$ cat config.mk
export PLATFORM = sky130hd
export DESIGN_NAME = des_core_sched_flat
export DESIGN_NICKNAME = d
export VERILOG_FILES = /design/src/rtl/des_ch_if.sv /design/src/rtl/des_core_sched.sv /design/src/flat_wrapper.sv
export SDC_FILE = /design/constraint.sdc
export NUM_CORES = 1
export LEC_CHECK = 0
export BUFFER_PORTS_ARGS = -buffer_cell sky130_fd_sc_hd__buf_2
export CORE_AREA = 4 4 152 154
export DETAILED_ROUTE_END_ITERATION = 7
export DIE_AREA = 0 0 156 158
export PLACE_DENSITY = 0.68
export SLEW_MARGIN = 20
export SYNTH_ARGS = -nofsm -noshare
export SYNTH_HDL_FRONTEND = slang
export SYNTH_SLANG_ARGS = --single-unit
export TNS_END_PERCENT = 10
$ cat constraint.sdc
create_clock -name clk1 -period 1.92 [get_ports clk1]
set_input_delay 0.192 -clock clk1 [delete_from_list [all_inputs] [get_ports clk1]]
set_output_delay 0.192 -clock clk1 [all_outputs]
set_load 0.01 [all_outputs]
$ cat src/rtl/des_ch_if.sv
// Requester channel bundle for the shared DES core scheduler.
// Master is the PipeIn/PipeOut front end; slave is the scheduler.
interface des_ch_if #(
  parameter int DATA_W = 64
);
  logic              in_valid;
  logic              in_ready;
  logic [DATA_W-1:0] in_data;
  logic              in_decrypt;
  logic              out_valid;
  logic              out_ready;
  logic [DATA_W-1:0] out_data;

  modport master (
    output in_valid, in_data, in_decrypt, out_ready,
    input  in_ready, out_valid, out_data
  );

  modport slave (
    input  in_valid, in_data, in_decrypt, out_ready,
    output in_ready, out_valid, out_data
  );
endinterface

$ cat src/rtl/des_core_sched.sv
// Round-robin scheduler sharing one iterative 16-round DES core by two channels.
// Optional DES_BLOCK_CNT_EN adds per-channel completed-block counters.
module des_core_sched #(
  parameter int DATA_W = 64,
  parameter int CNT_W  = 32
) (
  input  logic              clk1,
  input  logic              reset_n,
  des_ch_if.slave           ch0,
  des_ch_if.slave           ch1,
  output logic [3:0]        core_round,
  output logic [DATA_W-1:0] core_in,
  output logic              core_decrypt,
  input  logic [DATA_W-1:0] core_out,
  output logic              busy
`ifdef DES_BLOCK_CNT_EN
  ,
  output logic [CNT_W-1:0]  ch0_blk_cnt,
  output logic [CNT_W-1:0]  ch1_blk_cnt
`endif
);

  typedef enum logic {
    IDLE  = 1'b0,
    ROUND = 1'b1
  } state_t;

  state_t            state;
  logic              owner;
  logic              rr;
  logic              v0, v1;
  logic [DATA_W-1:0] d0, d1;
  logic              elig0, elig1;
  logic              gnt0, gnt1;

  assign elig0 = ch0.in_valid && !v0;
  assign elig1 = ch1.in_valid && !v1;

  // rr names the channel preferred on a tie
  always_comb begin
    gnt0 = 1'b0;
    gnt1 = 1'b0;
    if (state == IDLE) begin
      unique case (1'b1)
        (elig0 && elig1):  begin
          gnt0 = !rr;
          gnt1 = rr;
        end
        (elig0 && !elig1): gnt0 = 1'b1;
        (!elig0 && elig1): gnt1 = 1'b1;
        default: ;
      endcase
    end
  end

  assign ch0.in_ready  = gnt0;
  assign ch1.in_ready  = gnt1;
  assign ch0.out_valid = v0;
  assign ch1.out_valid = v1;
  assign ch0.out_data  = d0;
  assign ch1.out_data  = d1;

  always_ff @(posedge clk1) begin
    if (!reset_n) begin
      state        <= IDLE;
      busy         <= 1'b0;
      core_round   <= 4'd0;
      core_in      <= '0;
      core_decrypt <= 1'b0;
      owner        <= 1'b0;
      rr           <= 1'b0;
      v0           <= 1'b0;
      v1           <= 1'b0;
      d0           <= '0;
      d1           <= '0;
`ifdef DES_BLOCK_CNT_EN
      ch0_blk_cnt  <= '0;
      ch1_blk_cnt  <= '0;
`endif
    end else begin
      if (v0 && ch0.out_ready) v0 <= 1'b0;
      if (v1 && ch1.out_ready) v1 <= 1'b0;
      unique case (state)
        IDLE: begin
          if (gnt0 || gnt1) begin
            core_in      <= gnt1 ? ch1.in_data : ch0.in_data;
            core_decrypt <= gnt1 ? ch1.in_decrypt
                                 : ch0.in_decrypt;
            owner        <= gnt1;
            rr           <= gnt0;
            core_round   <= 4'd0;
            state        <= ROUND;
            busy         <= 1'b1;
          end
        end
        ROUND: begin
          if (core_round == 4'd15) begin
            if (owner) begin
              v1 <= 1'b1;
              d1 <= core_out;
`ifdef DES_BLOCK_CNT_EN
              ch1_blk_cnt <= ch1_blk_cnt + 1'b1;
`endif
            end else begin
              v0 <= 1'b1;
              d0 <= core_out;
`ifdef DES_BLOCK_CNT_EN
              ch0_blk_cnt <= ch0_blk_cnt + 1'b1;
`endif
            end
            core_round <= 4'd0;
            state      <= IDLE;
            busy       <= 1'b0;
          end else begin
            core_round <= core_round + 4'd1;
          end
        end
        default: state <= IDLE;
      endcase
    end
  end

endmodule
$ cat src/flat_wrapper.sv
// flat-port wrapper written by rule: the top's interface ports become plain ports
module des_core_sched_flat 
#(
  parameter int DATA_W = 64,
  parameter int CNT_W  = 32
)
  (clk1, reset_n, core_round, core_in, core_decrypt, core_out, busy, ch0_in_valid, ch0_in_data, ch0_in_decrypt, ch0_out_ready, ch0_in_ready, ch0_out_valid, ch0_out_data, ch1_in_valid, ch1_in_data, ch1_in_decrypt, ch1_out_ready, ch1_in_ready, ch1_out_valid, ch1_out_data);
  des_ch_if #(.DATA_W(DATA_W)) ch0_i ();
  des_ch_if #(.DATA_W(DATA_W)) ch1_i ();
  input  logic clk1;
  input  logic reset_n;
  output logic [3:0] core_round;
  output logic [DATA_W-1:0] core_in;
  output logic core_decrypt;
  input  logic [DATA_W-1:0] core_out;
  output logic busy;
  input wire logic [$bits(ch0_i.in_valid)-1:0] ch0_in_valid;
  input wire logic [$bits(ch0_i.in_data)-1:0] ch0_in_data;
  input wire logic [$bits(ch0_i.in_decrypt)-1:0] ch0_in_decrypt;
  input wire logic [$bits(ch0_i.out_ready)-1:0] ch0_out_ready;
  output wire logic [$bits(ch0_i.in_ready)-1:0] ch0_in_ready;
  output wire logic [$bits(ch0_i.out_valid)-1:0] ch0_out_valid;
  output wire logic [$bits(ch0_i.out_data)-1:0] ch0_out_data;
  input wire logic [$bits(ch1_i.in_valid)-1:0] ch1_in_valid;
  input wire logic [$bits(ch1_i.in_data)-1:0] ch1_in_data;
  input wire logic [$bits(ch1_i.in_decrypt)-1:0] ch1_in_decrypt;
  input wire logic [$bits(ch1_i.out_ready)-1:0] ch1_out_ready;
  output wire logic [$bits(ch1_i.in_ready)-1:0] ch1_in_ready;
  output wire logic [$bits(ch1_i.out_valid)-1:0] ch1_out_valid;
  output wire logic [$bits(ch1_i.out_data)-1:0] ch1_out_data;
  assign ch0_i.in_valid = ch0_in_valid;
  assign ch0_i.in_data = ch0_in_data;
  assign ch0_i.in_decrypt = ch0_in_decrypt;
  assign ch0_i.out_ready = ch0_out_ready;
  assign ch0_in_ready = ch0_i.in_ready;
  assign ch0_out_valid = ch0_i.out_valid;
  assign ch0_out_data = ch0_i.out_data;
  assign ch1_i.in_valid = ch1_in_valid;
  assign ch1_i.in_data = ch1_in_data;
  assign ch1_i.in_decrypt = ch1_in_decrypt;
  assign ch1_i.out_ready = ch1_out_ready;
  assign ch1_in_ready = ch1_i.in_ready;
  assign ch1_out_valid = ch1_i.out_valid;
  assign ch1_out_data = ch1_i.out_data;
  des_core_sched #(.DATA_W(DATA_W), .CNT_W(CNT_W)) u_core (.clk1(clk1), .reset_n(reset_n), .ch0(ch0_i), .ch1(ch1_i), .core_round(core_round), .core_in(core_in), .core_decrypt(core_decrypt), .core_out(core_out), .busy(busy));
endmodule
# ---- Word-level counts from Yosys, hierarchy flattened
# Index checks and enable logic that the tools add are counted.
dict set report totals {
  register_bits 203
  input_bits 200
  output_inout_bits 202
}
dict set report classes {
  n_addsub 1
  n_eq_ne 3
  n_mux 23
  bitwise 2
  n_reduce_logical 17
}
# op n
set ops {}
lappend ops {{two-way mux 64 bit} 1}
lappend ops {{two-way mux 1 bit} 15}
lappend ops {{two-way mux 4 bit} 2}
lappend ops {{case mux 1 bit (2 select lines)} 4}
lappend ops {{case mux 4 bit (2 select lines)} 1}
lappend ops {{logical AND 1 bit} 7}
lappend ops {{AND reduction 3 bit} 2}
lappend ops {{zero test 1 bit} 5}
lappend ops {{adder 4 x 1 -> 4 bit (second input constant)} 1}
lappend ops {{equality test 4 bit (second input constant)} 1}
lappend ops {{!= test 2 bit (second input constant)} 2}
lappend ops {{AND reduction 2 bit} 2}
lappend ops {{inverter 1 bit} 2}
lappend ops {{logical OR 1 bit} 1}

# ---- Logic depth before layout (Yosys ltp)
# Gate-level depths: netlist of run 1.
dict set report depth {
  ltp_word 9
  depth_mapped 7
}

# ---- Worst setup path before layout of run 1
# No wires, ideal clock.
dict set report synth_timing {
  path_kind {register -> register}
  startpoint {register u_core.core_round[0]}
  endpoint {register u_core.d1[4] (netlist: u_core.ch1.out_data[4])}
  setup_time_ns 0.132
  t_arrival_ns 1.580
  required_ns 1.788
  setup_slack_ns 0.207
  stages_incl_launch_ff 8
  path_cell_list {dfxtp_1 -> ha_1 -> nand4_4 -> or2_2 -> buf_2 -> buf_6 -> nand2_1 -> a21oi_1}
}
dict set report synth_between {
  elab_chain_len 2
}
# element line
set synth_lines {}
lappend synth_lines {{start, declared} des_core_sched.sv:11} ;# output logic [3:0] core_round,
lappend synth_lines {{start signal, assigned} des_core_sched.sv:115} ;# core_round <= core_round + 4'd1;
lappend synth_lines {{equality test 4 bit} des_core_sched.sv:97} ;# if (core_round == 4'd15) begin
lappend synth_lines {{AND reduction 3 bit (no line)} -}
lappend synth_lines {{end signal, assigned} des_core_sched.sv:100} ;# d1 <= core_out;
lappend synth_lines {{end, declared} des_core_sched.sv:32} ;# logic [DATA_W-1:0] d0, d1;
# No other way between the ends.
# A chain may end at the register's enable or synchronous reset.

# ---- Worst setup path in the final report of run 1
dict set report layout_timing {
  startpoint {register u_core.v0 (netlist: u_core.ch0.out_valid)}
  endpoint {register u_core.core_in[11]}
}
dict set report layout_between {
  elab_chain_len 8
  word_cells_on_any_way 13
}
# element line
set layout_lines {}
lappend layout_lines {{start, declared} des_core_sched.sv:31} ;# logic v0, v1;
lappend layout_lines {{start signal, assigned} des_core_sched.sv:72} ;# v0 <= 1'b0;
lappend layout_lines {{start signal, assigned} des_core_sched.sv:81} ;# if (v0 && ch0.out_ready) v0 <= 1'b0;
lappend layout_lines {{start signal, assigned} des_core_sched.sv:105} ;# v0 <= 1'b1;
lappend layout_lines {{zero test 1 bit (*)} des_core_sched.sv:36} ;# assign elig0 = ch0.in_valid && !v0;
lappend layout_lines {{logical AND 1 bit (*)} des_core_sched.sv:36}
lappend layout_lines {{zero test 1 bit} des_core_sched.sv:50} ;# (!elig0 && elig1): gnt1 = 1'b1;
lappend layout_lines {{logical AND 1 bit} des_core_sched.sv:50}
lappend layout_lines {{case mux 1 bit (2 select lines)} des_core_sched.sv:44} ;# unique case (1'b1)
lappend layout_lines {{two-way mux 1 bit} des_core_sched.sv:43} ;# if (state == IDLE) begin
lappend layout_lines {{logical OR 1 bit} des_core_sched.sv:85} ;# if (gnt0 || gnt1) begin
lappend layout_lines {{AND reduction 2 bit (no line)} -}
lappend layout_lines {{end signal, assigned} des_core_sched.sv:86} ;# core_in <= gnt1 ? ch1.in_data : ch0.in_data;
lappend layout_lines {{end, declared} des_core_sched.sv:12} ;# output logic [DATA_W-1:0] core_in,
# Mark *: on every way between the ends. The rest lies on a longest branch, timed or not.

==> flow_summary.toml, run 1 <==
[outcome]
outcome = "completed"

[routing]
drt_first_pass_iters = 8
drt-initial-drc-count = 824
drc = 0
routedWlPerCell_um = 17.6
num_vias = 9386
wl_um = 32300
ant_nets = 0
mean_number_of_vias_per_cell = 5.11

[run]
cap_violations = 0

[cts]
worst_skew_pair.late_latency_ps = 510
clk_pin_slew_ps = 60
htree_num_levels = 1
ctsRootBufferMaster = "clkbuf_16"
cts_tree = "built"
numClockSinks = 203
clock_tree.buffer_depth = 3
cts-buffers-inserted = 23

[worst_setup_path]
worst_setup_path_start_kind = "flop"
worstSetupPathType = "flop to flop"
critical_path_peak_fanout = 17
timing.critical_path.to_type = "flop"
worst_ep_arrival_time_ps = 2250
cp_data_required_time_ps = 2290

[sta]
finalHoldViolCount = 0
post-route-min-period_ps = 1880
report.final.slew_viol_count = 0
setup-violations-final = 0
slew_headroom = 0.569
clock.fmax_ghz = 0.533
min_period_over_period = 0.977
hold-worst-slack_ps = 57.1
worst_pin_slew_ps = 647
fin_skew_ps = 20.8

[power_and_ir_drop]
powerDensity_mw_per_mm2 = 799
ir_drop_mv = 0.636
report.power.total_w = 0.0102
standby_leakage_power_nw = 5.82

[final_layout]
design.final.nets = 1739
register_area_mm2 = 0.00407
multi_input_area_mm2 = 0.00316
num-fill-cells = 1806
final_layout_size_suffix_gt1_frac = 0.309
syn_to_final_growth_pct = 66.8

[synthesis]
postSynthRegisterBits = 203
post-synth-top-area-fraction = 0.533
asyncSetResetFlopFracSynth = 0
synth.top_cells.by_count = "nand2_1, a21oi_1, dfxtp_1"
synth_ff_type = "dfxtp_1"
synthesis.nets = 1170
yosys.cell_count.top_type = "nand2_1"
post-synth-top-area-cell = "dfxtp_1"
synth_top_cells_by_area = "dfxtp_1, a21oi_1, nand2_1"
post_synth_inst_count = 969
syn_area_cell_um2 = 7.87
seq_area_frac_synth = 0.533
post_synth_num_cell_types = 30
synth_warn = 0
synth_edf_count = 0
syn-cell-area_mm2 = 0.00763

[placed_design]
place_congestion = 0.853
dp_hpwl_um = 18500
numPortBuffers = 401

[global_routing]
grt_overflow_total = 0
overall_global_routing_usage = 0.237
grt_start_max_net_pins = 69
first_pass_grt_wire_length_um = 48000
antenna_found_initial = 1
first_global_vias = 9138

[floorplanning]
chipHeight_um = 158
die_w_um = 156
num_rows = 54
floorplan.die_area_mm2 = 0.0246
floorplan.initialDensity = 0.352
core_area_mm2 = 0.0217
pin_count = 402

[hold_path]
hold_path_class = "primary input to flop"
[area by class of cell]
cell class	count	area share
Timing Repair Buffer	620	0.343
Sequential cell	203	0.319
Multi-Input combinational cell	685	0.248
Clock buffer	35	0.0543
Tap cell	280	0.0275
Clock inverter	6	0.00482
Inverter	5	0.00265
Antenna cell	1	0.000197
[layer usage]
| layer | global-route usage | share of wire |
|---|---|---|
| met4 | 0.110 | 0.045 |
| met1 | 0.274 | 0.36 |
| met3 | 0.0648 | 0.11 |
| met5 | 0 | 0.00022 |
| met2 | 0.409 | 0.49 |
[placed cells by master (no fill, tap or decap), types with 2 or more instances in the layout]
cell	n
a21oi_1	262
a21oi_4	3
buf_12	11
buf_2	401
buf_4	11
bufbuf_16	2
clkbuf_1	5
clkbuf_16	25
clkbuf_8	7
clkinv_2	3
dfxtp_1	202
dlygate4sd3_1	191
inv_1	3
nand2_1	325
nand2b_1	2
nand2b_4	2
nor2_1	6
nor2_4	2
o21ai_0	46
o21ai_1	21
[metrics by stage]
step           instances  utilization  setup TNS, ps  instance area (um^2)  setup slack (ps)
6_report            1835        0.587              0                 12700              44.5
5_1_grt             1834        0.587          -17.9                 12700             -17.9
3_3_place_gp        1592        0.454              0                  9840               236
2_1_floorplan        969            -              0                  7630               207
3_5_place_dp        1592        0.454              0                  9840               176
4_1_cts             1827        0.580              0                 12600              13.4
[worst paths after layout]
| path | from | to | slack (ps) | cells after the start |
|---|---|---|---|---|
| setup / recovery | u_core.ch0.out_valid | u_core.core_in[11] | 40 | 7 |
| hold / removal | ch1_in_data[40] | u_core.core_in[40] | 60 | 3 |
| setup reg to reg | u_core.ch0.out_valid | u_core.core_in[11] | 40 | 7 |
| hold reg to reg | u_core.ch0.out_data[57] | u_core.ch0.out_data[57] | 450 | 2 |
[sequential cells by signal (all words and copies together) (netlist names)]
signal and flops:
u_core.ch0.out_valid 1, u_core.core_decrypt 1, u_core.rr 1, u_core.state 1, u_core.owner 1, u_core.ch1.out_data 64, u_core.busy 1, u_core.ch1.out_valid 1
u_core.core_round 4, u_core.ch0.out_data 64, u_core.core_in 64
[timing repair]
action / in CTS / in global routing
setup buffers: 0 / 6
gates cloned: 2 / 2
endpoints found under the setup margin: 1 / 3
resized for setup: 2 / 15
hold endpoints to repair: 195 / 0
hold buffers: 192 / 0
pin swaps: 1 / 5
[report_power, final]
part / total (W) / switching [W] / internal, W
Clock: 0.00432 / 0.00172 / 0.00261
Sequential: 0.00443 / 0.0000793 / 0.00435
Combinational: 0.00142 / 0.000709 / 0.000707
[critical path, stage by stage (launching register included)]
cell and delay (ps):
dfxtp_1 320, nand2b_4 190, o21ai_4 310, clkinv_8 130, buf_6 170, bufbuf_16 300, a21oi_1 190, a21oi_1 120
[logic make-up after synthesis]
| kind of cell | after synthesis | share of synthesized area |
|---|---|---|
| and+or+nand+nor | 344 | 0.177 |
| AOI/OAI and AO/OA | 340 | 0.226 |
| DFF | 203 | 0.533 |
| buffers and inverters | 81 | 0.0618 |
| adders and majority gates | 1 | 0.00164 |
Power figures use the tool's default switching activity.
==> inputs of run 2 (changes only) <==
--- a/config.mk
+++ b/config.mk
@@ -7,9 +7,9 @@
 export LEC_CHECK = 0
 export BUFFER_PORTS_ARGS = -buffer_cell sky130_fd_sc_hd__buf_2
 export CORE_AREA = 4 4 152 154
+export CTS_CLUSTER_DIAMETER = 80
 export DETAILED_ROUTE_END_ITERATION = 7
 export DIE_AREA = 0 0 156 158
-export PLACE_DENSITY = 0.68
 export SLEW_MARGIN = 20
 export SYNTH_ARGS = -nofsm -noshare
 export SYNTH_HDL_FRONTEND = slang
==> run 2 against run 1 <==
  * The flow now finishes with violations (setup timing)
  * First-iteration DRC count is 22% lower
  * Clock-buffer cell count is 4 higher
  * Via count is 3.7% lower
  * Clock power is 1% higher
  * Critical path depth stayed put
  * Utilization is 0.11 points lower
  * Sequential cell count stayed put
  * Global-route usage is 0.88 points lower
  * Power is 0.18% higher
  * Worst hold slack worse by 53 ps
  * Critical endpoint is now u_core.core_in[2]
  * Largest power group unchanged
==> flow_summary.toml, run 2 (same netlist as run 1, synthesis figures left out) <==
[floorplanning]
chipHeight_um = 158
floorplan.die_area_mm2 = 0.0246
pin_count = 402
floorplan.initialDensity = 0.352
die_w_um = 156
num_rows = 54
core_area_mm2 = 0.0217

[global_routing]
first_global_vias = 8960
overall_global_routing_usage = 0.228
grt_overflow_total = 0
first_pass_grt_wire_length_um = 46300
antenna_found_initial = 0
grt_start_max_net_pins = 67

[sta]
setup-violations-final = 23
finalHoldViolCount = 0
fin_skew_ps = 10.6
post-route-min-period_ps = 1960
report.final.slew_viol_count = 0
final_critical_path_setup_slack_ps = -36.7
setup_repair_after_global_routing_missed_its_margin = "yes"
worst_pin_slew_ps = 536
slew_headroom = 0.643
min_period_over_period = 1.02
clock.fmax_ghz = 0.511

[worst_setup_path]
critical_path_peak_fanout = 20
worst_setup_path_start_kind = "flop"
worstSetupPathType = "flop to flop"
cp_cell_sequence = "nand2b_4 -> o21ai_4 -> inv_4 -> clkbuf_16 -> a21oi_1 -> a21oi_1 -> dlygate4sd3_1"
timing.critical_path.to_type = "flop"
cp_data_required_time_ps = 2300
cp.buffers_inverters = 3
cp_common_cell = "a21oi_1"
cpLargestDelayFamily = "buffers and inverters"
slowest_stage = "dlygate4sd3_1"
critical_path_s_largest_stage_delay_ps = 550
worst_ep_arrival_time_ps = 2340

[routing]
num_vias = 9041
drt-initial-drc-count = 641
routedWlPerCell_um = 16.8
drt_first_pass_iters = 5
wl_um = 30800
ant_nets = 0
drc = 0
mean_number_of_vias_per_cell = 4.94

[outcome]
violations_in_the_final_reports = "setup timing"
outcome = "finished, violations left"

[cts]
clk_pin_slew_ps = 60
cts_tree = "built"
numClockSinks = 203
htree_num_levels = 1
worst_skew_pair.late_latency_ps = 490
ctsRootBufferMaster = "clkbuf_16"
clock_tree.buffer_depth = 3
cts-buffers-inserted = 23

[power_and_ir_drop]
report.power.total_w = 0.0102
standby_leakage_power_nw = 5.86
ir_drop_mv = 0.627
powerDensity_mw_per_mm2 = 802

[run]
cap_violations = 0

[final_layout]
antennaDiodeCount = 0
syn_to_final_growth_pct = 66.5
design.final.nets = 1736
most-common-layout-cells = "buf_2, nand2_1, a21oi_1"
layout_commonest_cell = "buf_2"
finish.utilization = 0.586
final_layout_size_suffix_gt1_frac = 0.317

[placed_design]
place_congestion = 0.817
pre_cts_slack_ps = 87.7
dp_hpwl_um = 18400
numPortBuffers = 401

[hold_path]
hold_path_class = "primary input to flop"
[run 2: final timing paths]
kind,start,end,slack (ps),cells past startpoint
max,u_core.ch0.out_valid,u_core.core_in[2],-40,7
min,ch1_in_data[52],u_core.core_in[52],4,3
max reg2reg,u_core.ch0.out_valid,u_core.core_in[2],-40,7
min reg2reg,u_core.ch0.out_data[32],u_core.ch0.out_data[32],450,2
[run 2: timing repair]
action / 4_1_cts / 5_1_grt
hold endpoints to repair: 195 / 0
hold buffers: 193 / 0
pin swaps: 1 / 3
gates cloned: 0 / 3
setup endpoints to repair: 1 / 75
buffers inserted: 0 / 2
gates resized for setup: 2 / 23
[run 2: routing by layer]
layer / global-route usage / routed length [um] / vias to the layer above
met3: 0.0506 / 2730 / 94
met4: 0.108 / 1350 / 0
met5: 0 / 0 / -
met1: 0.271 / 11800 / 4114
met2: 0.393 / 14800 / 477
li1: - / - / 4356
[run 2: worst min-delay path, cell delays in order]
cell	delay (ps)
buf_2	100
a21oi_2	50
a21oi_1	120
[run 2: layout make-up]
| cell class | count | area [um^2] |
|---|---|---|
| fillers | 1924 | 8990 |
| repair buffers | 617 | 4300 |
| flip-flops and latches | 203 | 4070 |
| multi-input cells | 685 | 3190 |
| clock buffers | 39 | 756 |
| well taps | 280 | 350 |
| inverters | 5 | 23.8 |
| clock inverters | 2 | 13.8 |
[run 2: power breakdown]
part | total, W | internal [W] | switching [W] | leakage, nW
clock network | 0.00437 | 0.00266 | 0.00171 | 0.382
registers | 0.00442 | 0.00435 | 0.0000739 | 1.65
logic | 0.00139 | 0.000721 | 0.000671 | 3.82
total | 0.0102 | 0.00773 | 0.00246 | 5.86
[run 2: through the flow]
step | hold slack [ps] | TNS, ps | instance area [um^2] | std cells
4_1_cts | 0.274 | 0 | 12500 | 1827
3_5_place_dp | 437 | 0 | 9840 | 1593
6_report | 4.00 | -396 | 12700 | 1831
3_3_place_gp | 434 | 0 | 9840 | 1593
2_1_floorplan | 326 | 0 | 7630 | 969
5_1_grt | 0.448 | -2820 | 12700 | 1831
==> inputs of run 3 (changes only) <==
--- a/config.mk
+++ b/config.mk
@@ -6,10 +6,11 @@
 export NUM_CORES = 1
 export LEC_CHECK = 0
 export BUFFER_PORTS_ARGS = -buffer_cell sky130_fd_sc_hd__buf_2
-export CORE_AREA = 4 4 152 154
+export CORE_AREA = 4 4 153 155
+export CTS_BUF_LIST = sky130_fd_sc_hd__clkbuf_8
 export CTS_CLUSTER_DIAMETER = 80
 export DETAILED_ROUTE_END_ITERATION = 7
-export DIE_AREA = 0 0 156 158
+export DIE_AREA = 0 0 157 159
 export SLEW_MARGIN = 20
 export SYNTH_ARGS = -nofsm -noshare
 export SYNTH_HDL_FRONTEND = slang
==> constraint.sdc (replaced) <==
create_clock -name clk1 -period 1.92 [get_ports clk1]
set_input_delay 0.384 -clock clk1 [delete_from_list [all_inputs] [get_ports clk1]]
set_output_delay 0.384 -clock clk1 [all_outputs]
set_load 0.01 [all_outputs]
==> run 3 against run 2 <==
  * The flow now finishes without violations
  * Clock skew rose by 6.8 ps
  * Via count fell by 11%
  * Setup slack improved by 140 ps
  * First-iteration DRC count fell by 41%
  * Clock-buffer cell count rose by 8
  * Power fell by 5.9%
  * Critical path depth fell by 4
  * Fmax rose by 7.4%
  * Largest power group unchanged
==> flow_summary.toml, run 3 (same netlist as run 1, synthesis figures left out) <==
[final_layout]
design.final.nets = 1560
syn_to_final_growth_pct = 39.8
antennaDiodeCount = 0
most-common-layout-cells = "buf_2, nand2_1, a21oi_1"
final_layout_size_suffix_gt1_frac = 0.358
num-fill-cells = 2212
final_design_area_no_fill_mm2 = 0.0107
layout_commonest_cell = "buf_2"

[outcome]
outcome = "completed"

[placed_design]
dp_hpwl_um = 19300
instance_area_at_placement_mm2 = 0.00986
place_congestion = 0.812
numPortBuffers = 401

[cts]
worst_skew_pair.late_latency_ps = 520
numClockSinks = 203
clock_tree.buffer_depth = 3
post_cts_hold_buffer_count = 0
cts_tree = "built"
cts-buffers-inserted = 36
clk_pin_slew_ps = 60
ctsRootBufferMaster = "clkbuf_8"
htree_num_levels = 2

[worst_setup_path]
crit_start = "u_core.ch0.out_valid"
worst_ep_arrival_time_ps = 1440
critical_path_s_largest_stage_delay_ps = 340
cp_data_required_time_ps = 1540
critical_path_peak_fanout = 4
reg_to_reg_critical_path_startpoint = "u_core.core_round[0]"
slowest_stage = "dfxtp_2"
worst_setup_path_start_kind = "flop"
cp_cell_sequence = "nand2b_4 -> a311oi_2 -> buf_2"
timing.critical_path.to_type = "output pin"
worstSetupPathType = "flop to output pin"

[sta]
report.final.slew_viol_count = 0
setup-violations-final = 0
finalHoldViolCount = 0
worst_pin_slew_ps = 533
clock.fmax_ghz = 0.549
setup_repair_after_global_routing_missed_its_margin = "no"
total_negative_setup_slacks_ps = 0
min_period_over_period = 0.949
post-route-min-period_ps = 1820
fin_skew_ps = 17.4
slew_headroom = 0.644

[hold_path]
hold_start = "core_out[48]"
hold_path_class = "primary input to flop"

[power_and_ir_drop]
ir_drop_mv = 0.508
standby_leakage_power_nw = 5.00
powerDensity_mw_per_mm2 = 899

[global_routing]
antenna_found_initial = 2
overall_global_routing_usage = 0.206
first_pass_grt_wire_length_um = 42100
grt_start_max_net_pins = 66
grt_overflow_total = 0
first_global_vias = 7935

[floorplanning]
floorplan.initialDensity = 0.350
pin_count = 402
floorplan.die_area_mm2 = 0.0250
chipHeight_um = 159
die_w_um = 157
num_rows = 54
core_area_mm2 = 0.0218

[routing]
drt_first_pass_iters = 5
num_vias = 8032
wl_um = 27300
drt-initial-drc-count = 375
mean_number_of_vias_per_cell = 4.83
ant_nets = 0
drc = 0
routedWlPerCell_um = 16.4

[run]
cap_violations = 0
## run 3: cell types whose count changed in the layout (fill, tap and decap cells not counted), moves of 4 or more
cell and delta:
a21oi_2 -12, a21oi_1 +12, inv_1 +10, clkbuf_1 -4, dlygate4sd3_1 -189, clkbuf_8 +35, clkbuf_16 -26, buf_4 +8
## run 3: final timing paths
| path | end | slack [ps] | cells after the start |
|---|---|---|---|
| setup / recovery | ch0_in_ready | 100 | 3 |
| hold / removal | u_core.ch1.out_data[48] | 110 | 3 |
| setup reg to reg | u_core.ch1.out_data[19] | 150 | 6 |
| hold reg to reg | u_core.ch1.out_data[5] | 450 | 2 |
## run 3: cell type report
cell class / instances / area, um^2 / share of cell area
clock buffers: 47 / 647 / 0.0607
clock inverters: 14 / 111 / 0.0104
inverters: 5 / 26.3 / 0.00246
multi-input cells: 685 / 3140 / 0.294
flip-flops and latches: 203 / 4070 / 0.381
well taps: 280 / 350 / 0.0329
repair buffers: 428 / 2320 / 0.218
## run 3: report_power, final
| part | total [W] | switching, W | internal, W | leakage (nW) |
|---|---|---|---|---|
| Clock | 0.00419 | 0.00174 | 0.00245 | 0.428 |
| Combinational | 0.000964 | 0.000554 | 0.000410 | 2.92 |
| Sequential | 0.00442 | 0.0000724 | 0.00435 | 1.65 |
| Total | 0.00958 | 0.00237 | 0.00721 | 5.00 |
## run 3: timing repair
item	4_1_cts	5_1_grt
pin swaps	2	0
gates resized for setup	5	1
endpoints found under the setup margin	2	1
setup buffers	4	0
## run 3: metal layers
| metal | routed length [um] | global-route usage | vias to the layer above |
|---|---|---|---|
| met1 | 10500 | 0.238 | 3606 |
| met5 | 26 | 0 | - |
| met4 | 921 | 0.0757 | 4 |
| li1 | - | - | 4010 |
| met3 | 2620 | 0.0652 | 66 |
| met2 | 13200 | 0.355 | 346 |
## run 3: metrics by stage
step | cells | hold WS [ps] | total power, W | utilization | worst slack, ps
5_1_grt | 1662 | 75.0 | 0.0100 | 0.489 | 5.81
4_1_cts | 1662 | 66.1 | 0.00973 | 0.489 | 1.41
3_5_place_dp | 1597 | 443 | 0.00547 | 0.452 | 111
2_1_floorplan | 969 | 481 | 0.00494 | - | 207
3_3_place_gp | 1597 | 438 | 0.00547 | 0.452 | 119
6_report | 1662 | 110 | 0.00958 | 0.489 | 98.3
## run 3: critical path: cells and delay by family (launching register included)
kind	cells	cell delay (ps)
AND/OR/NAND/NOR	1	170
buffers and inverters	1	190
flip-flops	1	340
AO/OA/AOI/OAI	1	230
